`src/rtl/bist_fail_logger_if.sv`:
```
// BIST fail-logger bus: fail capture from the BIST compare stage,
// readout pops, and the repair verdict.
interface bist_fail_logger_if #(
  parameter int ADDR_WIDTH = 8,
  parameter int LOG_DEPTH  = 8,
  parameter int CNT_WIDTH  = 10
);
  localparam int UW = $clog2(LOG_DEPTH) + 1;

  logic                  fail;
  logic [ADDR_WIDTH-1:0] fail_addr;
  logic                  bist_done;
  logic                  clear;
  logic                  rd_en;
  logic [ADDR_WIDTH-1:0] rd_addr;
  logic                  rd_valid;
  logic                  empty;
  logic [UW-1:0]         unique_cnt;
  logic [CNT_WIDTH-1:0]  total_fails;
  logic                  overflow;
  logic                  verdict_valid;
  logic                  repairable;

  modport master (
    output fail, fail_addr, bist_done, clear, rd_en,
    input  rd_addr, rd_valid, empty, unique_cnt, total_fails,
           overflow, verdict_valid, repairable
  );

  modport slave (
    input  fail, fail_addr, bist_done, clear, rd_en,
    output rd_addr, rd_valid, empty, unique_cnt, total_fails,
           overflow, verdict_valid, repairable
  );
endinterface

```
`src/rtl/bist_fail_logger.sv`:
```
// Logs unique BIST fail addresses into a small CAM-style log, counts all
// fails, and issues a spare-word repair verdict once BIST is done.
module bist_fail_logger #(
  parameter int ADDR_WIDTH = 8,
  parameter int LOG_DEPTH  = 8,
  parameter int SPARES     = 2,
  parameter int CNT_WIDTH  = 10
) (
  input  logic               clk,
  input  logic               rst,
  bist_fail_logger_if.slave  bus
);
  localparam int PW = $clog2(LOG_DEPTH);

  typedef enum logic [1:0] {COLLECT, EVAL, REPORT} state_e;

  state_e                               state_q, state_d;
  logic [LOG_DEPTH-1:0][ADDR_WIDTH-1:0] log_mem;
  logic [PW:0]                          wr_ptr, rd_ptr;
  logic [LOG_DEPTH-1:0]                 match;
  logic [CNT_WIDTH-1:0]                 total_q;
  logic [ADDR_WIDTH-1:0]                rd_addr_q;
  logic hit, full, empty, log_fire, do_write, rd_fire;
  logic overflow_q, verdict_q, repair_q, rd_valid_q;

  // Entries below wr_ptr are valid; the log never wraps, so this is the valid mask.
  for (genvar i = 0; i < LOG_DEPTH; i++) begin : g_cmp
    assign match[i] = ((PW+1)'(i) < wr_ptr) && (log_mem[i] == bus.fail_addr);
  end

  assign hit      = |match;
  assign full     = wr_ptr[PW];
  assign empty    = (rd_ptr == wr_ptr);
  assign log_fire = (state_q == COLLECT) && bus.fail && !bus.clear && !rst;
  assign do_write = log_fire && !hit && !full;
  assign rd_fire  = (state_q == REPORT) && bus.rd_en && !empty && !bus.clear;

  always_ff @(posedge clk) begin
    if (rst) state_q <= COLLECT;
    else     state_q <= state_d;
  end

  always_comb begin
    state_d = state_q;
    if (bus.clear) state_d = COLLECT;
    else begin
      case (state_q)
        COLLECT: if (bus.bist_done) state_d = EVAL;
        EVAL:    state_d = REPORT;
        REPORT:  state_d = REPORT;
        default: state_d = COLLECT;
      endcase
    end
  end

  // Array contents are left stale on reset/clear; wr_ptr alone defines validity.
  always_ff @(posedge clk) begin
    if (do_write) log_mem[wr_ptr[PW-1:0]] <= bus.fail_addr;
  end

  always_ff @(posedge clk) begin
    if (rst || bus.clear) begin
      wr_ptr     <= '0;
      rd_ptr     <= '0;
      total_q    <= '0;
      overflow_q <= 1'b0;
      verdict_q  <= 1'b0;
      repair_q   <= 1'b0;
      rd_valid_q <= 1'b0;
      rd_addr_q  <= '0;
    end else begin
      if (do_write)                       wr_ptr     <= wr_ptr + 1'b1;
      if (log_fire && !hit && full)       overflow_q <= 1'b1;
      if (log_fire && (total_q != '1))    total_q    <= total_q + 1'b1;
      // EVAL sees counters that already include a fail logged alongside bist_done.
      if (state_q == EVAL) begin
        verdict_q <= 1'b1;
        repair_q  <= !overflow_q && (int'(wr_ptr) <= SPARES);
      end
      rd_valid_q <= rd_fire;
      if (rd_fire) begin
        rd_addr_q <= log_mem[rd_ptr[PW-1:0]];
        rd_ptr    <= rd_ptr + 1'b1;
      end
    end
  end

  assign bus.rd_addr       = rd_addr_q;
  assign bus.rd_valid      = rd_valid_q;
  assign bus.empty         = empty;
  assign bus.unique_cnt    = wr_ptr;
  assign bus.total_fails   = total_q;
  assign bus.overflow      = overflow_q;
  assign bus.verdict_valid = verdict_q;
  assign bus.repairable    = repair_q;
endmodule

```
`src/flat_wrapper.sv`:
```
// flat-port wrapper written by rule: the top's interface ports become plain ports
module bist_fail_logger_flat 
#(
  parameter int ADDR_WIDTH = 8,
  parameter int LOG_DEPTH  = 8,
  parameter int SPARES     = 2,
  parameter int CNT_WIDTH  = 10
)
  (clk, rst, bus_fail, bus_fail_addr, bus_bist_done, bus_clear, bus_rd_en, bus_rd_addr, bus_rd_valid, bus_empty, bus_unique_cnt, bus_total_fails, bus_overflow, bus_verdict_valid, bus_repairable);
  bist_fail_logger_if #(.ADDR_WIDTH(ADDR_WIDTH), .LOG_DEPTH(LOG_DEPTH), .CNT_WIDTH(CNT_WIDTH)) bus_i ();
  input  logic clk;
  input  logic rst;
  input wire logic [$bits(bus_i.fail)-1:0] bus_fail;
  input wire logic [$bits(bus_i.fail_addr)-1:0] bus_fail_addr;
  input wire logic [$bits(bus_i.bist_done)-1:0] bus_bist_done;
  input wire logic [$bits(bus_i.clear)-1:0] bus_clear;
  input wire logic [$bits(bus_i.rd_en)-1:0] bus_rd_en;
  output wire logic [$bits(bus_i.rd_addr)-1:0] bus_rd_addr;
  output wire logic [$bits(bus_i.rd_valid)-1:0] bus_rd_valid;
  output wire logic [$bits(bus_i.empty)-1:0] bus_empty;
  output wire logic [$bits(bus_i.unique_cnt)-1:0] bus_unique_cnt;
  output wire logic [$bits(bus_i.total_fails)-1:0] bus_total_fails;
  output wire logic [$bits(bus_i.overflow)-1:0] bus_overflow;
  output wire logic [$bits(bus_i.verdict_valid)-1:0] bus_verdict_valid;
  output wire logic [$bits(bus_i.repairable)-1:0] bus_repairable;
  assign bus_i.fail = bus_fail;
  assign bus_i.fail_addr = bus_fail_addr;
  assign bus_i.bist_done = bus_bist_done;
  assign bus_i.clear = bus_clear;
  assign bus_i.rd_en = bus_rd_en;
  assign bus_rd_addr = bus_i.rd_addr;
  assign bus_rd_valid = bus_i.rd_valid;
  assign bus_empty = bus_i.empty;
  assign bus_unique_cnt = bus_i.unique_cnt;
  assign bus_total_fails = bus_i.total_fails;
  assign bus_overflow = bus_i.overflow;
  assign bus_verdict_valid = bus_i.verdict_valid;
  assign bus_repairable = bus_i.repairable;
  bist_fail_logger #(.ADDR_WIDTH(ADDR_WIDTH), .LOG_DEPTH(LOG_DEPTH), .SPARES(SPARES), .CNT_WIDTH(CNT_WIDTH)) u_core (.clk(clk), .rst(rst), .bus(bus_i));
endmodule
```
`config.mk`:
```
export PLATFORM = sky130hd
export DESIGN_NAME = bist_fail_logger_flat
export DESIGN_NICKNAME = d
export VERILOG_FILES = /design/src/rtl/bist_fail_logger_if.sv /design/src/rtl/bist_fail_logger.sv /design/src/flat_wrapper.sv
export SDC_FILE = /design/constraint.sdc
export NUM_CORES = 1
export LEC_CHECK = 0
export CORE_UTILIZATION = 25
export DETAILED_ROUTE_END_ITERATION = 16
export SETUP_SLACK_MARGIN = 0.05
export SYNTH_ARGS = -nofsm -noshare
export SYNTH_HDL_FRONTEND = slang
export SYNTH_SLANG_ARGS = --single-unit
export TNS_END_PERCENT = 50
```
`constraint.sdc`:
```
create_clock -name clk -period 4.2 [get_ports clk]
set_input_delay 0.84 -clock clk [delete_from_list [all_inputs] [get_ports clk]]
set_output_delay 0.84 -clock clk [all_outputs]
set_load 0.1 [all_outputs]
```
==> impl_metrics.csv, run 1 <==
group,metric,value,unit
status,status,"finished clean",
timing,max-slew-margin-rel,0.3337,
timing,fmax,289.1,MHz
detailed_routing,routedWlPerCell,17.20,um
cts,cts_tree,"built",
global_routing,first_global_vias,3103,
worst_setup_path,crit_slowest_cell,"clkdlybuf4s50_1",
timing,timing.final.ws_setup,0.7408,ns
timing,finalHoldViolCount,0,
pwr,internal-power,0.001458,W
floorplan,initial_core_util,0.2591,
synthesis,synth_top_area_cell,"edfxtp_1",
global_routing,grt_max_degree,27,
floorplan,die_y,139.6,um
detailed_routing,drc,0,
worst_setup_path,criticalPathCategory,"primary input to flip-flop",
place,dp_slack,0.3874,ns
floorplan,core_area,18270,um2
place,dp.cells,636,
detailed_routing,antenna_left,0,
pwr,p_switching,0.0004217,W
finish,stdcell_count,651,
detailed_routing,first_pass_iters,6,
pwr,power_switching_share,0.2243,
finish,antennaDiodeCount,0,
detailed_routing,wirelength,11200,um
pwr,power_density,328.7,nW/um2
cts,htreeDepth,3,
floorplan,die_w,139.6,um
timing,tightest_slew,0.9963,ns
job,max-cap-violations,0,
timing,setup-violations-final,0,
global_routing,track_usage,0.1214,
finish,area_growth,20.83,%
synthesis,synth-seq-cells,96,
cts,clkLatencyLatePin,0.35,ns
finish,nets,442,
cts,cts_resized,0,
cts,cts_buffers,9,
timing,fin_crit,3.459,ns
pwr,seq_power_share,0.542,
synthesis,syn_nets,390,
cts,cts-root-buf,"clkbuf_16",
synthesis,synth.avg_cell_area,12.93,um2
cts,cts_buffer_depth,2,
synthesis,synth_top_area_frac,0.4060,
worst_setup_path,slowest_delay,0.78,ns
timing,drv_slew,0,
timing,fin_crit_sh,0.8236,
global_routing,antenna_found_initial,0,
floorplan,rows,49,
synthesis,ys_types,39,
floorplan,top_level_ports,41,
worst_setup_path,path_cells,"clkdlybuf4s50_1, buf_4, xnor2_1, nand4_1, nor4_1, a21boi_0, nand3_2, nor2_1",
place,place_hpwl,8183,um
worst_setup_path,worstPathRequired,4.17,ns
pwr,ir_worst_vdd,0.0001552,V
worst_setup_path,worstPathArrival,3.43,ns
timing,rsz0062_at_grt,"false",
pwr,clkPwrFrac,0.385,
detailed_routing,vias_per_cell,4.656,
detailed_routing,first_iter_violations,160,
worst_setup_path,cp-end-kind,"flip-flop",
pwr,p_leak,1.783,nW
timing,finClkSkew,0.008701,ns
global_routing,gr-total-overflow,0,
cts,cts_hold_repair.buffers,0,
place,gp_congestion,0.8581,
cts,cts.sinks,96,
floorplan,die-area,19490,um2
worst_setup_path,critPathMaxFanout,10,
synthesis,synthesis.area,4733,um2
global_routing,grt_pass1_wl,17750,um
synthesis,synthCells,366,
cts,post_cts_buffers,0,
detailed_routing,vias,3031,
cts,clkTransAtPathRegs,0.06,ns
worst_setup_path,startpoint_type,"primary input",
synthesis,ys_seq_area_frac,0.5414,
synthesis,ys_top_cells_by_area,"edfxtp_1 41%, dfxtp_1 14%, xnor2_1 9.6%",
pwr,comb_power_share,0.073,
worst_hold_path,hold_class,"flip-flop to flip-flop",
finish,drive_gt1_frac,0.1493,
synthesis,yosys_warnings,0,
worst_setup_path,ff2ff_setup_slack,1.23,ns
timing,tns,0,ns
place,port_buffers,40,
-- flip-flops by register name, indices dropped and copies added (netlist names) --
signal	cells
u_core.bus.rd_addr	8
u_core.bus.total_fails	10
u_core.rd_ptr	4
u_core.state_q	2
u_core.bus.unique_cnt	4
u_core.bus.verdict_valid	1
u_core.bus.rd_valid	1
u_core.bus.repairable	1
u_core.bus.overflow	1
u_core.log_mem	64
-- power groups by stage --
stage	combinational (W)	clock (W)	sequential, W
after floorplan	0.0000775	0	0.00105
after global placement	0.000137	0	0.00104
after detailed placement	0.000138	0	0.00104
after CTS	0.000139	0.000747	0.00102
after global routing	0.000148	0.000778	0.00102
final	0.000137	0.000724	0.00102
-- through the flow --
step | hold slack [ns] | total power [W] | util | area (um2)
finish | 0.4759 | 0.001880 | 0.3130 | 5719
detailed placement | 0.4701 | 0.001177 | 0.2991 | 5465
floorplan | 0.4871 | 0.001126 | - | 4740
global placement | 0.4627 | 0.001176 | 0.2991 | 5465
CTS | 0.4851 | 0.001904 | 0.3130 | 5719
global route | 0.4939 | 0.001945 | 0.3130 | 5719
-- area by class of cell --
class	count	area [um2]
clock inverter	5	25.02
inverter	7	26.28
fill	1822	12550
tap	229	286.5
multi-input combinational	241	2019
timing repair buffer	63	570.5
clock buffer	10	229.0
sequential	96	2562
-- routing by layer --
metal | GRT usage | vias up | share of wire | routed length [um]
met5 | 0 | - | 0 | 0
met4 | 0.03702 | 0 | 0.014 | 160
met3 | 0.03097 | 13 | 0.039 | 438
met2 | 0.1986 | 71 | 0.48 | 5372
met1 | 0.1575 | 1518 | 0.47 | 5227
li1 | - | 1429 | - | -
-- worst max-delay path: cells and delay by family --
kind,cells,cell delay [ns]
simple gates,4,1.08
buf+inv,2,1.03
xor+xnor,1,0.07
compound gates,1,0.40
-- layout by cell type (no fill, tap or decap), types with 2 or more instances in the layout --
master / instances
a211oi_1: 8
or2_2: 2
ha_1: 10
nor2_1: 29
xor2_1: 26
mux2i_1: 15
inv_1: 7
nor3_1: 6
o21ai_0: 5
clkdlybuf4s50_1: 39
nor4_2: 2
xnor2_1: 52
or3_1: 2
a21oi_1: 7
nor4b_1: 2
nand2b_1: 2
nor4_1: 8
nand3_1: 11
edfxtp_1: 64
buf_4: 24
clkinv_1: 2
nand4_1: 10
dfxtp_1: 32
mux4_2: 16
nor3_2: 2
clkbuf_16: 9
nand2_1: 14
-- cells in the mapped netlist --
| library cell | number |
|---|---|
| edfxtp_1 | 64 |
| xnor2_1 | 52 |
| dfxtp_1 | 32 |
| nor2_1 | 29 |
| xor2_1 | 26 |
| mux4_2 | 16 |
| mux2i_1 | 15 |
| nand2_1 | 14 |
| nand3_1 | 11 |
| ha_1 | 10 |
| nand4_1 | 10 |
| nor4_1 | 9 |
| a211oi_1 | 8 |
| clkbuf_1 | 8 |
| a21oi_1 | 7 |
| buf_2 | 7 |
| inv_1 | 7 |
| nor3_1 | 7 |
| buf_6 | 5 |
| o21ai_0 | 5 |
| buf_4 | 2 |
| nand2b_1 | 2 |
| nor4b_1 | 2 |
| or2_2 | 2 |
| or3_1 | 2 |
| a21boi_0 | 1 |
| and3_1 | 1 |
| and4_4 | 1 |
| and4bb_2 | 1 |
| nand3_2 | 1 |
| nor2b_1 | 1 |
| nor3_2 | 1 |
| nor4_2 | 1 |
| nor4_4 | 1 |
| o2111a_1 | 1 |
| o2111ai_1 | 1 |
| o211ai_1 | 1 |
| o31ai_1 | 1 |
| or4_4 | 1 |
-- cell families after synthesis --
kind of cell               Yosys count  share of synthesized area
buffers and inverters               29                    0.03436
DFF                                 96                     0.5414
xor gates and xnor gates            78                     0.1443
and+or+nand+nor                     97                     0.1113
muxes                               31                     0.1079
AOI/OAI and AO/OA                   25                    0.03437
adders and majority gates           10                    0.02643
-- worst paths after layout --
kind,endpoint,from,cells after the start
setup / recovery,u_core.log_mem[62]$_DFFE_PP_,bus_fail_addr[0],8
hold / removal,u_core.bus.verdict_valid$_SDFFE_PP0N_,u_core.bus.verdict_valid$_SDFFE_PP0N_,2
setup reg to reg,u_core.log_mem[17]$_DFFE_PP_,u_core.bus.unique_cnt[1]$_SDFFE_PP0P_,8
hold reg to reg,u_core.bus.verdict_valid$_SDFFE_PP0N_,u_core.bus.verdict_valid$_SDFFE_PP0N_,2
Note: power is estimated with default switching activity, not from simulation.
==> run 2: changes to the inputs <==
clock period = 3.1 ns   (was 4.2 ns; I/O delays follow)
==> run 2 against run 1 <==
  * Critical path type unchanged
  * Largest power group unchanged
  * Sequential power up 35%
  * Critical endpoint is now u_core.log_mem[34]$_DFFE_PP_
  * Non-clock buffer count increased by 23
  * Routed wire length increased by 6.3%
==> impl_metrics.csv, run 2 (synthesis results as in run 1) <==
group,metric,value,unit
status,status,"finished clean",
timing,drv_slew,0,
cts,cts.sinks,96,
floorplan,initial_core_util,0.2591,
timing,tightest_slew,0.7841,ns
worst_setup_path,path_cells,"clkdlybuf4s50_1, buf_12, xnor2_1, nand4_1, nor4_1, nor4_2, nand3_2, buf_6, nor4b_4",
timing,finalHoldViolCount,0,
global_routing,antenna_found_initial,0,
pwr,power_density,433.2,nW/um2
floorplan,core_area,18270,um2
timing,timing.final.ws_setup,0.1634,ns
timing,fmax,340.5,MHz
global_routing,use_met2,0.1962,
floorplan,top_level_ports,41,
finish,stdcell_count,674,
global_routing,first_global_vias,3209,
timing,fin_crit_sh,0.9473,
cts,cts_buffers,9,
detailed_routing,first_pass_iters,5,
global_routing,use_met3,0.03682,
worst_setup_path,crit_slowest_cell,"nor4b_4",
cts,cts_tree,"built",
worst_hold_path,hold_class,"flip-flop to flip-flop",
timing,max-slew-margin-rel,0.4744,
global_routing,track_usage,0.1271,
finish,antennaDiodeCount,0,
finish,area_growth,28.13,%
place,place_hpwl,8629,um
global_routing,grt_pass1_wl,18440,um
place,dp.cells,655,
detailed_routing,vias_per_cell,4.727,
pwr,power,0.002627,W
worst_setup_path,worstPathArrival,2.92,ns
timing,fin_crit,2.937,ns
worst_setup_path,crit_family,"simple AND/OR/NAND/NOR gates",
pwr,ir_worst_vdd,0.0002346,V
finish,layout_commonest_cell,"edfxtp_1",
floorplan,die_w,139.6,um
finish,final_cell_mix,"64 x edfxtp_1, 63 x buf_4, 52 x xnor2_1, 28 x nor2_1, 28 x dfxtp_1",
cts,cts-root-buf,"clkbuf_16",
global_routing,gr-total-overflow,0,
place,dp_slack,-0.6426,ns
timing,finClkSkew,0.009931,ns
global_routing,top_usage_layer,"met2",
worst_setup_path,crit_buf_inv,3,
worst_setup_path,critPathMaxFanout,11,
floorplan,die-area,19490,um2
global_routing,grt_max_degree,27,
worst_setup_path,startpoint_type,"primary input",
finish,drive_gt1_frac,0.2809,
finish,nets,465,
cts,clkTransAtPathRegs,0.06,ns
timing,rsz0062_at_grt,"false",
detailed_routing,drc,0,
global_routing,met1_usage,0.1653,
detailed_routing,routedWlPerCell,17.66,um
floorplan,rows,49,
floorplan,die_y,139.6,um
cts,cts_buffer_depth,2,
worst_setup_path,slowest_delay,0.61,ns
place,gp_congestion,0.8757,
worst_setup_path,criticalPathCategory,"primary input to flip-flop",
job,max-cap-violations,0,
detailed_routing,antenna_left,0,
detailed_routing,wirelength,11900,um
detailed_routing,first_iter_violations,246,
timing,setup-violations-final,0,
finish,largest_reg_flops,64,
cts,clkLatencyLatePin,0.35,ns
pwr,p_leak,2.068,nW
worst_setup_path,worstPathRequired,3.08,ns
detailed_routing,vias,3186,
place,port_buffers,40,
cts,htreeDepth,3,
worst_setup_path,cp-end-kind,"flip-flop",
## run 2: final cells by class
type | count | area, um2
clock buffers | 10 | 229.0
clock inverters | 5 | 32.53
fillers | 1786 | 12210
inverters | 7 | 26.28
multi-input cells | 241 | 2111
flip-flops and latches | 96 | 2567
well taps | 229 | 286.5
repair buffers | 86 | 812.0
## run 2: worst min-delay path: cells and delay by family, from the launching register on
family	cells	cell delay, ns
AO/OA/AOI/OAI	1	0.05
AND/OR/NAND/NOR	1	0.07
flip-flops	1	0.31
## run 2: final timing paths
| path | startpoint | slack [ns] | cells past startpoint | endpoint |
|---|---|---|---|---|
| max | bus_fail_addr[6] | 0.16 | 9 | u_core.log_mem[34]$_DFFE_PP_ |
| max reg2reg | u_core.bus.unique_cnt[3]$_SDFFE_PP0P_ | 0.40 | 7 | u_core.log_mem[34]$_DFFE_PP_ |
| min | u_core.bus.repairable$_SDFFE_PP0N_ | 0.48 | 2 | u_core.bus.repairable$_SDFFE_PP0N_ |
| min reg2reg | u_core.bus.repairable$_SDFFE_PP0N_ | 0.48 | 2 | u_core.bus.repairable$_SDFFE_PP0N_ |
## run 2: power by group
group / internal (W) / switching [W] / leakage (nW) / total (W)
Clock: 0.000538 / 0.000474 / 0.124 / 0.00101
Sequential: 0.00137 / 0.00000586 / 0.836 / 0.00138
Combinational: 0.000108 / 0.000130 / 1.11 / 0.000238
## run 2: through the flow
step | instance area [um2] | TNS [ns] | hold slack, ns | utilization
floorplan | 4778 | 0 | 0.4871 | -
global placement | 5694 | -30.08 | 0.4519 | 0.3117
detailed placement | 5694 | -32.46 | 0.4645 | 0.3117
CTS | 6008 | 0 | 0.4752 | 0.3289
global route | 6065 | 0 | 0.5008 | 0.3319
finish | 6065 | 0 | 0.4751 | 0.3319
## run 2: layer usage
layer  up-vias  share of wire
met4         0          0.029
met1      1582           0.46
met3        24          0.049
met2        99           0.46
met5         -              0
li1       1481              -
## run 2: timing repair
item	in CTS	in global routing
pin swaps	0	3
hold buffers	0	0
resized for setup	8	9
setup buffers	0	4
endpoints found under the setup margin	64	48
==> run 3: changes to the inputs <==
ABC_CLOCK_PERIOD_IN_PS = 3100   (was default)
==> results of run 3 <==
No change in the layout: final DEF, timing and power equal those of run 2.
